$ cat src/rtl/seg_scan_ctrl.sv
// seg_scan_ctrl: multiplexed scan controller for a common-anode 7-seg display.
// Digit frames update atomically at frame boundaries via a load/ack handshake.
module seg_scan_ctrl #(
   parameter int NUM_DIGITS  = 4,
   parameter int REFRESH_DIV = 100000,
   parameter int DIV_W       = 17
) (
   input  logic                    clk,
   input  logic                    rst_n,
   input  logic                    en,
   input  logic                    blank_lz,
   input  logic                    load,
   input  logic [4*NUM_DIGITS-1:0] value_in,
   output logic [3:0]              bcd_out,
   output logic [NUM_DIGITS-1:0]   an,
   output logic                    pending,
   output logic                    upd_ack,
   output logic                    frame_tick
);

   localparam int IW = (NUM_DIGITS > 1) ? $clog2(NUM_DIGITS) : 1;
   localparam logic [DIV_W-1:0] DIV_MAX = DIV_W'(REFRESH_DIV - 1);
   localparam logic [IW-1:0] IDX_MAX = IW'(NUM_DIGITS - 1);

   typedef enum logic {
      OFF,
      SCAN
   } state_t;

   state_t state_q, state_d;

   logic [DIV_W-1:0]        div_q, div_d;
   logic [IW-1:0]           idx_q, idx_d;
   logic [4*NUM_DIGITS-1:0] disp_q, shadow_q;
   logic                    pending_q, commit_q, ack_q;
   logic [NUM_DIGITS-1:0]   an_q, an_d;
   logic [3:0]              bcd_q, bcd_d;
   logic [3:0]              dig [NUM_DIGITS];
   logic [NUM_DIGITS-1:0]   zf;
   logic                    allz, blank, tick, wrap;

   assign wrap = (div_q == DIV_MAX);

   always_ff @(posedge clk) begin
      if (!rst_n) begin
         state_q <= OFF;
         div_q   <= '0;
         idx_q   <= '0;
      end else begin
         state_q <= state_d;
         div_q   <= div_d;
         idx_q   <= idx_d;
      end
   end

   always_comb begin
      state_d = en ? SCAN : OFF;
      div_d   = div_q;
      idx_d   = idx_q;
      tick    = 1'b0;
      unique case (state_q)
         OFF: begin
         end
         SCAN: begin
            if (wrap) begin
               div_d = '0;
               tick  = (idx_q == IDX_MAX);
               if (idx_q == IDX_MAX)
                  idx_d = '0;
               else
                  idx_d = idx_q + 1'b1;
            end else begin
               div_d = div_q + 1'b1;
            end
         end
      endcase
   end

   // zf[k]: digit k and every digit above it are zero
   always_comb begin
      allz = 1'b1;
      zf   = '0;
      for (int k = 0; k < NUM_DIGITS; k++)
         dig[k] = disp_q[4*k +: 4];
      for (int k = NUM_DIGITS - 1; k >= 0; k--) begin
         allz  = allz && (dig[k] == 4'd0);
         zf[k] = allz;
      end
      blank = (dig[idx_q] > 4'd9) ||
              (blank_lz && (idx_q != '0) && zf[idx_q]);
      an_d  = '1;
      bcd_d = bcd_q;
      if (state_q == SCAN) begin
         bcd_d = dig[idx_q];
         for (int k = 0; k < NUM_DIGITS; k++)
            if (IW'(k) == idx_q)
               an_d[k] = blank;
      end
   end

   // commit at a boundary reads the old shadow even if load recaptures
   always_ff @(posedge clk) begin
      if (!rst_n) begin
         an_q      <= '1;
         bcd_q     <= '0;
         disp_q    <= '0;
         shadow_q  <= '0;
         pending_q <= 1'b0;
         commit_q  <= 1'b0;
         ack_q     <= 1'b0;
      end else begin
         an_q     <= an_d;
         bcd_q    <= bcd_d;
         commit_q <= 1'b0;
         ack_q    <= commit_q;
         if (tick && pending_q) begin
            disp_q    <= shadow_q;
            pending_q <= 1'b0;
            commit_q  <= 1'b1;
         end
         if (load) begin
            shadow_q  <= value_in;
            pending_q <= 1'b1;
         end
      end
   end

   assign an         = an_q;
   assign bcd_out    = bcd_q;
   assign pending    = pending_q;
   assign upd_ack    = ack_q;
   assign frame_tick = tick;

endmodule

$ cat config.mk
export PLATFORM = sky130hd
export DESIGN_NAME = seg_scan_ctrl
export DESIGN_NICKNAME = d
export VERILOG_FILES = /design/src/rtl/seg_scan_ctrl.sv
export SDC_FILE = /design/constraint.sdc
export NUM_CORES = 1
export LEC_CHECK = 0
export BUFFER_PORTS_ARGS = -buffer_cell sky130_fd_sc_hd__buf_4
export CAP_MARGIN = 10
export CORE_MARGIN = 1.5
export CORE_UTILIZATION = 36
export DETAILED_ROUTE_END_ITERATION = 7
export PLACE_DENSITY = 0.5
export RECOVER_POWER = 25
export REMOVE_ABC_BUFFERS = 1
export SYNTH_ARGS = -nofsm -noshare
export SYNTH_HDL_FRONTEND = slang
export SYNTH_SLANG_ARGS = --single-unit
$ cat constraint.sdc
create_clock -name clk -period 2.1 [get_ports clk]
set_input_delay 0.42 -clock clk [delete_from_list [all_inputs] [get_ports clk]]
set_output_delay 0.42 -clock clk [all_outputs]
set_load 0.005 [all_outputs]
==> results.sh, run 1 <==
export IMPL_status="finished, final reports clean"
export IMPL_die_area_um2=8090
export IMPL_layout_drive_gt1_share_pct=20.9
export IMPL_place_congestion=0.762
export IMPL_worstPathMaxFanout=5
export IMPL_n_antenna_cell=0
export IMPL_viasPerCell=4.79
export IMPL_wirelength_um=5480
export IMPL_clockRootBuffer="clkbuf_8"
export IMPL_vdd_ir_drop_max_v=0.000505
export IMPL_setup_tns_ps=0
export IMPL_grt_pass1_vias=1952
export IMPL_cts_sinks=63
export IMPL_slew_viol_final=0
export IMPL_cts_tree="built"
export IMPL_dr_total_vias=2010
export IMPL_p_switching_uw=518
export IMPL_slowest_delay_ps=370
export IMPL_hold_viol=0
export IMPL_slew_headroom_pct=16.7
export IMPL_path_class="register to primary output"
export IMPL_avgRoutedWirePerCell_um=13.0
export IMPL_synth_ff_type="dfxtp_1"
export IMPL_cp_arrival_ps=1570
export IMPL_yosys_warnings=0
export IMPL_postRouteAntennaNets=0
export IMPL_pwr_share_comb_pct=5.0
export IMPL_drc=0
export IMPL_path_depth=4
export IMPL_drt_first_iter_violations=47
export IMPL_p_sw_share_pct=21.2
export IMPL_worst_pin_slew_ps=1250
export IMPL_fmax_mhz=501
export IMPL_cts_buffers=9
export IMPL_antenna_found_initial=0
export IMPL_path_delay_family="simple AND/OR/NAND/NOR gates"
export IMPL_detail_route_first_pass_iterations=4
export IMPL_layout_min_cycle_time_ps=1990
export IMPL_synth_edff_count=0
export IMPL_final_cell_mix="dfxtp_1 (60), nand2_1 (44), mux2i_1 (38), buf_4 (38), nor2b_1 (20)"
export IMPL_portBuffers=31
export IMPL_reg2reg_depth=6
export IMPL_cp_buffers_inverters=1
export IMPL_path_cells="nor4b_2, and2_1, and3_1, buf_4"
export IMPL_grt_setup_unrepaired="no"
export IMPL_synth_seq_cells=63
export IMPL_clockBufferDepth=2
export IMPL_dpl_hpwl_um=3850
export IMPL_critPathSlowestCell="dfxtp_1"
export IMPL_start_util_pct=37.3
export IMPL_pwr_share_clk_pct=44.5
export IMPL_netlist_instances=279
export IMPL_cts_clk_slew_worst_paths_ps=60
export IMPL_setup_violations=0
export IMPL_period_share_pct=95.0
export IMPL_leakagePower_nw=1.22
export IMPL_start_kind="register"
export IMPL_cts_setup_buffers=0
export IMPL_avgSynthCellArea_um2=9.75
export IMPL_grt_max_degree=30
export IMPL_grt_overflow=0
export IMPL_yosysSeqAreaShare_pct=46.4
export IMPL_p_int_mw=1.93
export IMPL_holdCritPathClass="primary input to register"
export IMPL_synthArstFlopShare_pct=0
export IMPL_ios=32
export IMPL_cp_required_ps=1680
export IMPL_die_h_um=89.9
export IMPL_finClkSkew_ps=6.16
export IMPL_syn_to_final_growth_pct=21.3
export IMPL_grt_pass1_wl_um=9370
export IMPL_synth_cell_types=33
export IMPL_final_util_pct=45.2
export IMPL_critPathCaptureType="primary output"
export IMPL_power_density_nw_per_um2=741
export IMPL_holdBufCountCts=0
export IMPL_p_seq_share_pct=50.5
export IMPL_htree_levels=3
export IMPL_die_w_um=89.9
export IMPL_nets=342
export IMPL_hold_depth=2
export IMPL_cap_viol_max_count=0
export IMPL_clk_insertion_delay_late_ps=340
export IMPL_layout_commonest_cell="dfxtp_1"
export IMPL_gr_usage_all_layers_pct=14.6
export IMPL_rows=31
export IMPL_syn_area_um2=2720
export IMPL_core_um2=7290
## Yosys cell counts, types with 2 or more instances
| cell | number | area share, % |
|---|---|---|
| dfxtp_1 | 63 | 46 |
| nand2_1 | 44 | 6.1 |
| mux2i_1 | 38 | 14 |
| nor2b_1 | 20 | 4.6 |
| nor2_1 | 18 | 2.5 |
| xnor2_1 | 13 | 4.2 |
| clkbuf_1 | 11 | 1.5 |
| nor4_1 | 11 | 2.5 |
| nand4_1 | 7 | 1.6 |
| nor3_1 | 7 | 1.3 |
| ha_1 | 5 | 2.3 |
| inv_1 | 5 | 0.69 |
| and2_1 | 4 | 0.92 |
| mux4_2 | 4 | 3.3 |
| nand3_1 | 4 | 0.74 |
| o21ai_0 | 3 | 0.55 |
| xor2_1 | 3 | 0.97 |
| a21oi_1 | 2 | 0.37 |
| and3_1 | 2 | 0.46 |
| buf_2 | 2 | 0.37 |
## power by group through the flow
stage / clock, mW / combinational [mW] / sequential (mW)
finish: 1.09 / 0.123 / 1.23
global route: 1.17 / 0.138 / 1.24
CTS: 1.12 / 0.127 / 1.23
detailed placement: 0 / 0.127 / 1.26
global placement: 0 / 0.125 / 1.26
floorplan: 0 / 0.0506 / 1.26
## through the flow
| step | power [mW] | setup WS [ps] | instances | cell area (µm²) | hold WS, ps |
|---|---|---|---|---|---|
| 2_1_floorplan | 1.31 | -585 | 263 | 2630 | 412 |
| 3_3_place_gp | 1.39 | 293 | 404 | 3090 | 425 |
| 3_5_place_dp | 1.39 | 268 | 404 | 3090 | 426 |
| 4_1_cts | 2.48 | 61.4 | 420 | 3310 | 281 |
| 5_1_grt | 2.54 | 2.91 | 420 | 3300 | 284 |
| 6_report | 2.45 | 106 | 420 | 3300 | 293 |
## area by class of cell
class                           instances  area, µm²
Clock buffer                           13        169
Fill cell                             771       3990
Multi-Input combinational cell        195       1370
Timing Repair Buffer                   42        317
Clock inverter                          3       40.0
Inverter                                5       18.8
Tap cell                               99        124
Sequential cell                        63       1260
## path summary, 6_finish.rpt
| path | from | endpoint | slack [ps] |
|---|---|---|---|
| max reg2reg | div_q[0] | disp_q[5] | 290 |
| min | en | state_q | 290 |
| max | div_q[13] | frame_tick | 110 |
| min reg2reg | commit_q | upd_ack | 450 |
## repair_timing
item	4_1_cts	5_1_grt
setup endpoints to repair	1	1
pin swaps	0	1
gates resized for setup	2	3
## kinds of logic (layout without fill, tap and decap cells)
group | count (synthesis) | after routing | share of synthesized area, %
buf+inv | 21 | 63 | 3.86
fa+ha+maj | 5 | 5 | 2.30
simple gates | 123 | 123 | 22.9
flops | 63 | 63 | 46.4
mux | 42 | 42 | 17.3
compound gates | 9 | 9 | 2.16
xor+xnor | 16 | 16 | 5.15
## routing by layer
layer / vias up / wire, µm / GRT usage [%]
li1: 1025 / - / -
met1: 945 / 2650 / 18.4
met2: 30 / 2500 / 22.8
met3: 10 / 231 / 5.08
met4: 0 / 95 / 5.82
met5: - / 0 / 0
## registers in the layout, indices dropped and copies added (netlist names)
name / count
disp_q: 16
idx_q: 2
state_q: 1
div_q: 17
an: 4
bcd_out: 4
shadow_q: 16
upd_ack: 1
commit_q: 1
pending: 1
No activity file was read; power rests on OpenSTA's default activity.
==> inputs of run 2 (changes only) <==
PLACE_DENSITY = 0.52   (was 0.5)
clock period = 1.74 ns   (was 2.1 ns; I/O delays follow)
==> results.sh, run 2 (synthesis gave the netlist of run 1 again) <==
export IMPL_p_int_mw=2.51
export IMPL_clk_insertion_delay_late_ps=340
export IMPL_vdd_ir_drop_max_v=0.000716
export IMPL_cts_clk_slew_worst_paths_ps=70
export IMPL_n_fill_cell=738
export IMPL_pwr_share_comb_pct=4.9
export IMPL_die_w_um=89.9
export IMPL_largest_register_ffs=17
export IMPL_start_util_pct=37.3
export IMPL_p_seq_share_pct=46.7
export IMPL_grt_setup_unrepaired="yes"
export IMPL_ios=32
export IMPL_violations="negative setup slack"
export IMPL_cp_required_ps=1390
export IMPL_n_antenna_cell=0
export IMPL_dpl_hpwl_um=3980
export IMPL_slew_viol_final=0
export IMPL_p_switching_uw=679
export IMPL_rows=31
export IMPL_holdCritPathClass="primary input to register"
export IMPL_p_sw_share_pct=21.3
export IMPL_finClkSkew_ps=7.03
export IMPL_grt_overflow=0
export IMPL_slew_headroom_pct=30.0
export IMPL_setup_tns_ps=-98.8
export IMPL_cts_tree="built"
export IMPL_antenna_found_initial=0
export IMPL_htree_levels=3
export IMPL_hold_viol=0
export IMPL_grt_pass1_wl_um=9930
export IMPL_top_regs="div_q: 17 flops, disp_q: 16 flops, shadow_q: 16 flops"
export IMPL_wirelength_um=5640
export IMPL_slowest_delay_ps=360
export IMPL_layout_min_cycle_time_ps=1840
export IMPL_avgRoutedWirePerCell_um=12.9
export IMPL_pwr_share_clk_pct=48.5
export IMPL_leakagePower_nw=1.38
export IMPL_status="finished, violations left"
export IMPL_die_area_um2=8090
export IMPL_layout_drive_gt1_share_pct=29.2
export IMPL_fmax_mhz=544
export IMPL_nets=360
export IMPL_dr_total_vias=2095
export IMPL_start_kind="register"
export IMPL_layoutNonFillerInstCount=438
export IMPL_crit_top_cell="buf_6"
export IMPL_place_congestion=0.865
export IMPL_portBuffers=31
export IMPL_layout_area_seq_um2=1270
export IMPL_dp_cells=417
export IMPL_core_um2=7290
export IMPL_cap_viol_max_count=0
export IMPL_worstPathMaxFanout=3
export IMPL_path_class="register to primary output"
export IMPL_worst_pin_slew_ps=1050
export IMPL_cp_arrival_ps=1490
export IMPL_postRouteAntennaNets=0
export IMPL_fin_ws_ps=-98.8
export IMPL_grt_pass1_vias=2091
export IMPL_die_h_um=89.9
export IMPL_detail_route_first_pass_iterations=4
export IMPL_cts_buffers=9
export IMPL_largest_register="div_q"
export IMPL_critPathCaptureType="primary output"
export IMPL_gr_usage_all_layers_pct=15.4
export IMPL_holdBufCountCts=0
export IMPL_path_cells="ha_4, nand2_4, buf_6, nor3_4, and3_4, buf_6"
export IMPL_final_cell_mix="dfxtp_1 (54), buf_4 (51), nand2_1 (43)"
export IMPL_layout_commonest_cell="dfxtp_1"
export IMPL_drc=0
export IMPL_multi_input_area_um2=1420
export IMPL_period_share_pct=106
export IMPL_cts_sinks=63
export IMPL_critPathSlowestCell="dfxtp_2"
export IMPL_grt_max_degree=39
export IMPL_drt_first_iter_violations=69
export IMPL_worst_hold_slack_ps=227
export IMPL_power_density_nw_per_um2=893
export IMPL_viasPerCell=4.78
export IMPL_setup_violations=1
export IMPL_syn_to_final_growth_pct=31.1
export IMPL_clockRootBuffer="clkbuf_8"
export IMPL_clockBufferDepth=2
## run 2: cell types whose count changed in the layout (fill, tap and decap cells not counted), moves of 3 or more
cell	delta
buf_4	+13
buf_6	+6
dfxtp_1	-6
dfxtp_2	+6
clkbuf_1	-3
clkbuf_8	-3
clkinvlp_4	+3
## run 2: what timing repair did
action	in CTS	in global routing
cloned	0	1
endpoints found under the setup margin	3	14
resized for setup	20	9
pin swaps	4	3
setup buffers	2	2
## run 2: metrics by stage
stage | area [µm²] | total power, mW | util (%) | worst slack, ps
floorplan | 2630 | 1.58 | - | -945
global placement | 3200 | 1.68 | 43.8 | 61.9
detailed placement | 3200 | 1.68 | 43.8 | 24.3
CTS | 3530 | 3.24 | 48.4 | -137
global route | 3570 | 3.32 | 48.9 | -177
finish | 3570 | 3.19 | 48.9 | -98.8
## run 2: critical path: cells and delay by family (launching register included)
kind | cells | cell delay, ps
fa+ha+maj | 1 | 150
buf+inv | 2 | 220
flops | 1 | 360
simple gates | 3 | 430
## run 2: path summary, 6_finish.rpt
path,cells after the start,start,to,slack [ps]
hold reg to reg,1,commit_q,upd_ack,440
setup reg to reg,6,div_q[5],disp_q[12],20
hold / removal,2,en,state_q,230
setup / recovery,6,div_q[0],frame_tick,-100
## run 2: layout make-up
class	instances	share of cell area, %
clock buffer	9	3.47
clock inverter	7	3.40
inverter	5	0.526
multi-input combinational	195	39.9
sequential	63	35.7
tap	99	3.47
timing repair buffer	60	13.5
## run 2: layer usage
| metal | global-route usage, % | wire length [µm] |
|---|---|---|
| met2 | 25.0 | 2790 |
| met3 | 5.25 | 204 |
| met5 | 0 | 0 |
| met1 | 18.7 | 2530 |
| met4 | 5.95 | 117 |
## run 2: power groups by stage
stage	logic (mW)	registers [mW]	clock network [mW]
2_1_floorplan	0.0611	1.52	0
3_3_place_gp	0.158	1.52	0
3_5_place_dp	0.161	1.52	0
4_1_cts	0.162	1.49	1.59
5_1_grt	0.176	1.49	1.65
6_report	0.155	1.49	1.54
==> inputs of run 3 (changes only) <==
ABC_AREA = 1   (was default)
CORE_MARGIN = default   (was 1.5)
PLACE_DENSITY = default   (was 0.52)
==> results.sh, run 3 <==
export IMPL_p_sw_share_pct=22.3
export IMPL_top_regs="div_q: 17 flops, disp_q: 16 flops, shadow_q: 16 flops"
export IMPL_p_switching_uw=637
export IMPL_period_share_pct=95.3
export IMPL_dpl_hpwl_um=4010
export IMPL_fmax_mhz=603
export IMPL_p_seq_share_pct=52.4
export IMPL_synth_cell_types=31
export IMPL_drt_first_iter_violations=87
export IMPL_antenna_found_initial=0
export IMPL_r2r_slack_ps=210
export IMPL_layout_area_seq_um2=1280
export IMPL_layout_drive_gt1_share_pct=19.6
export IMPL_clockBufferDepth=2
export IMPL_status="finished, final reports clean"
export IMPL_start_kind="register"
export IMPL_multi_input_area_um2=1350
export IMPL_worst_pin_slew_ps=678
export IMPL_synth_edff_count=0
export IMPL_slowest_delay_ps=370
export IMPL_layoutNonFillerInstCount=547
export IMPL_rows=31
export IMPL_postRouteAntennaNets=0
export IMPL_vdd_ir_drop_max_v=0.000365
export IMPL_detail_route_first_pass_iterations=4
export IMPL_critPathSlowestCell="dfxtp_4"
export IMPL_power_mw=2.86
export IMPL_synth_ff_type="dfxtp_1"
export IMPL_ios=32
export IMPL_clockRootBuffer="clkbuf_8"
export IMPL_slew_viol_final=0
export IMPL_hp_start="en"
export IMPL_cap_viol_max_count=0
export IMPL_nets=471
export IMPL_slew_headroom_pct=54.8
export IMPL_place_area_um2=3150
export IMPL_leakagePower_nw=1.57
export IMPL_yosysSeqAreaShare_pct=44.9
export IMPL_place_congestion=0.788
export IMPL_path_class="register to primary output"
export IMPL_clk_insertion_delay_late_ps=340
export IMPL_start_util_pct=37.9
export IMPL_final_cell_mix="nor2_1 (100), nand2_1 (71), dfxtp_1 (56)"
export IMPL_synthArstFlopShare_pct=0
export IMPL_syn_area_um2=2810
export IMPL_largest_register="div_q"
export IMPL_n_fill_cell=754
export IMPL_cp_arrival_ps=1310
export IMPL_wirelength_um=5900
export IMPL_cp_required_ps=1390
export IMPL_core_um2=7410
export IMPL_pwr_share_clk_pct=42.5
export IMPL_avgSynthCellArea_um2=6.99
export IMPL_setup_violations=0
export IMPL_cts_sinks=63
export IMPL_yosysMostFrequentCell="nor2_1"
export IMPL_r2r_start="div_q[0]"
export IMPL_finClkSkew_ps=9.71
export IMPL_yosys_warnings=0
export IMPL_hold_viol=0
export IMPL_synthTopCellsByCount="nor2_1 (101), nand2_1 (73), dfxtp_1 (63), inv_1 (40), o21ai_0 (30)"
export IMPL_yosysTopAreaCellShare_pct=44.9
export IMPL_reg2reg_depth=9
export IMPL_final_area_um2=3450
export IMPL_hold_depth=3
export IMPL_grt_pass1_vias=2274
export IMPL_p_int_mw=2.22
export IMPL_dr_total_vias=2474
export IMPL_die_area_um2=8170
export IMPL_n_antenna_cell=0
export IMPL_worstPathMaxFanout=4
export IMPL_htree_levels=3
export IMPL_grt_max_degree=37
export IMPL_synth_seq_cells=63
export IMPL_cts_buffers=9
export IMPL_layout_min_cycle_time_ps=1660
export IMPL_avgRoutedWirePerCell_um=10.8
export IMPL_critPathCaptureType="primary output"
export IMPL_worstHoldEndpoint="state_q"
export IMPL_drc=0
export IMPL_syn_to_final_growth_pct=22.6
export IMPL_cts_clk_slew_worst_paths_ps=60
export IMPL_portBuffers=31
export IMPL_power_density_nw_per_um2=830
export IMPL_synth_top_area_cell="dfxtp_1"
export IMPL_reg2reg_to="div_q[14]"
export IMPL_die_w_um=90.4
export IMPL_path_delay_family="flip-flops"
export IMPL_holdBufCountCts=0
export IMPL_worst_hold_slack_ps=207
export IMPL_die_h_um=90.4
export IMPL_setup_tns_ps=0
export IMPL_path_cells="ha_4, nand3_4, nor2_4, nand3_2, inv_1, buf_4"
export IMPL_largest_register_ffs=17
export IMPL_pwr_share_comb_pct=5.0
export IMPL_cts_tree="built"
export IMPL_netlist_instances=402
export IMPL_grt_overflow=0
export IMPL_cp_buffers_inverters=2
export IMPL_grt_pass1_wl_um=10200
export IMPL_holdCritPathClass="primary input to register"
export IMPL_netlist_top_cells_area="dfxtp_1 (45%), nor2_1 (13%), nand2_1 (9.7%)"
export IMPL_gr_usage_all_layers_pct=15.8
export IMPL_layout_commonest_cell="nor2_1"
export IMPL_dp_cells=526
export IMPL_viasPerCell=4.52
==> run 3: power groups by stage <==
stage / clock network (mW) / registers [mW] / logic, mW
6_report: 1.22 / 1.50 / 0.144
5_1_grt: 1.31 / 1.50 / 0.166
4_1_cts: 1.25 / 1.50 / 0.146
3_5_place_dp: 0 / 1.53 / 0.145
3_3_place_gp: 0 / 1.53 / 0.144
2_1_floorplan: 0 / 1.53 / 0.0559
==> run 3: cell families (layout without fill, tap and decap cells) <==
kind of cell               count (synthesis)  count (layout)  share of synthesized area, %
DFF                                       63              63                          44.9
xor gates and xnor gates                   4               4                          1.25
and+or+nand+nor                          221             221                          33.8
AOI/OAI and AO/OA                         49              49                          8.95
adders and majority gates                  5               5                          2.23
buffers and inverters                     60             106                          8.90
==> run 3: what timing repair did <==
action | 4_1_cts | 5_1_grt
pin swaps | 1 | 5
gates resized for setup | 4 | 18
endpoints found under the setup margin | 1 | 1
buffers inserted | 1 | 6
==> run 3: how the worst max path moves through the flow <==
| stage | from | to | depth (start not counted) |
|---|---|---|---|
| global placement | div_q[0] | div_q[11] | 8 |
| detailed placement | div_q[0] | div_q[11] | 8 |
| CTS | div_q[13] | frame_tick | 8 |
| floorplan | state_q | disp_q[0] | 5 |
| global route | div_q[13] | frame_tick | 8 |
| finish | div_q[0] | frame_tick | 6 |
==> run 3: worst min-delay path: cells and delay by family <==
family | cells | cell delay (ps)
buf+inv | 2 | 130
simple gates | 1 | 40
==> run 3: cell type report <==
cell class / instances / share of cell area [%]
Clock buffer: 10 / 3.99
Timing Repair Buffer: 46 / 9.84
Sequential cell: 63 / 37.1
Tap cell: 99 / 3.59
Multi-Input combinational cell: 279 / 39.0
Clock inverter: 4 / 1.38
Inverter: 46 / 5.01
==> run 3: layer usage <==
metal | global-route usage (%) | up-vias | wire, µm
met5 | 0 | - | 0
met1 | 21.4 | 1090 | 3160
met4 | 7.66 | 0 | 90
met2 | 23.5 | 35 | 2470
li1 | - | 1341 | -
met3 | 3.70 | 8 | 175
==> run 3: through the flow <==
step / worst slack [ps] / util (%)
finish: 82.1 / 46.5
global route: -12.6 / 46.5
detailed placement: 199 / 42.5
CTS: 1.48 / 45.3
global placement: 243 / 42.5
floorplan: 250 / -
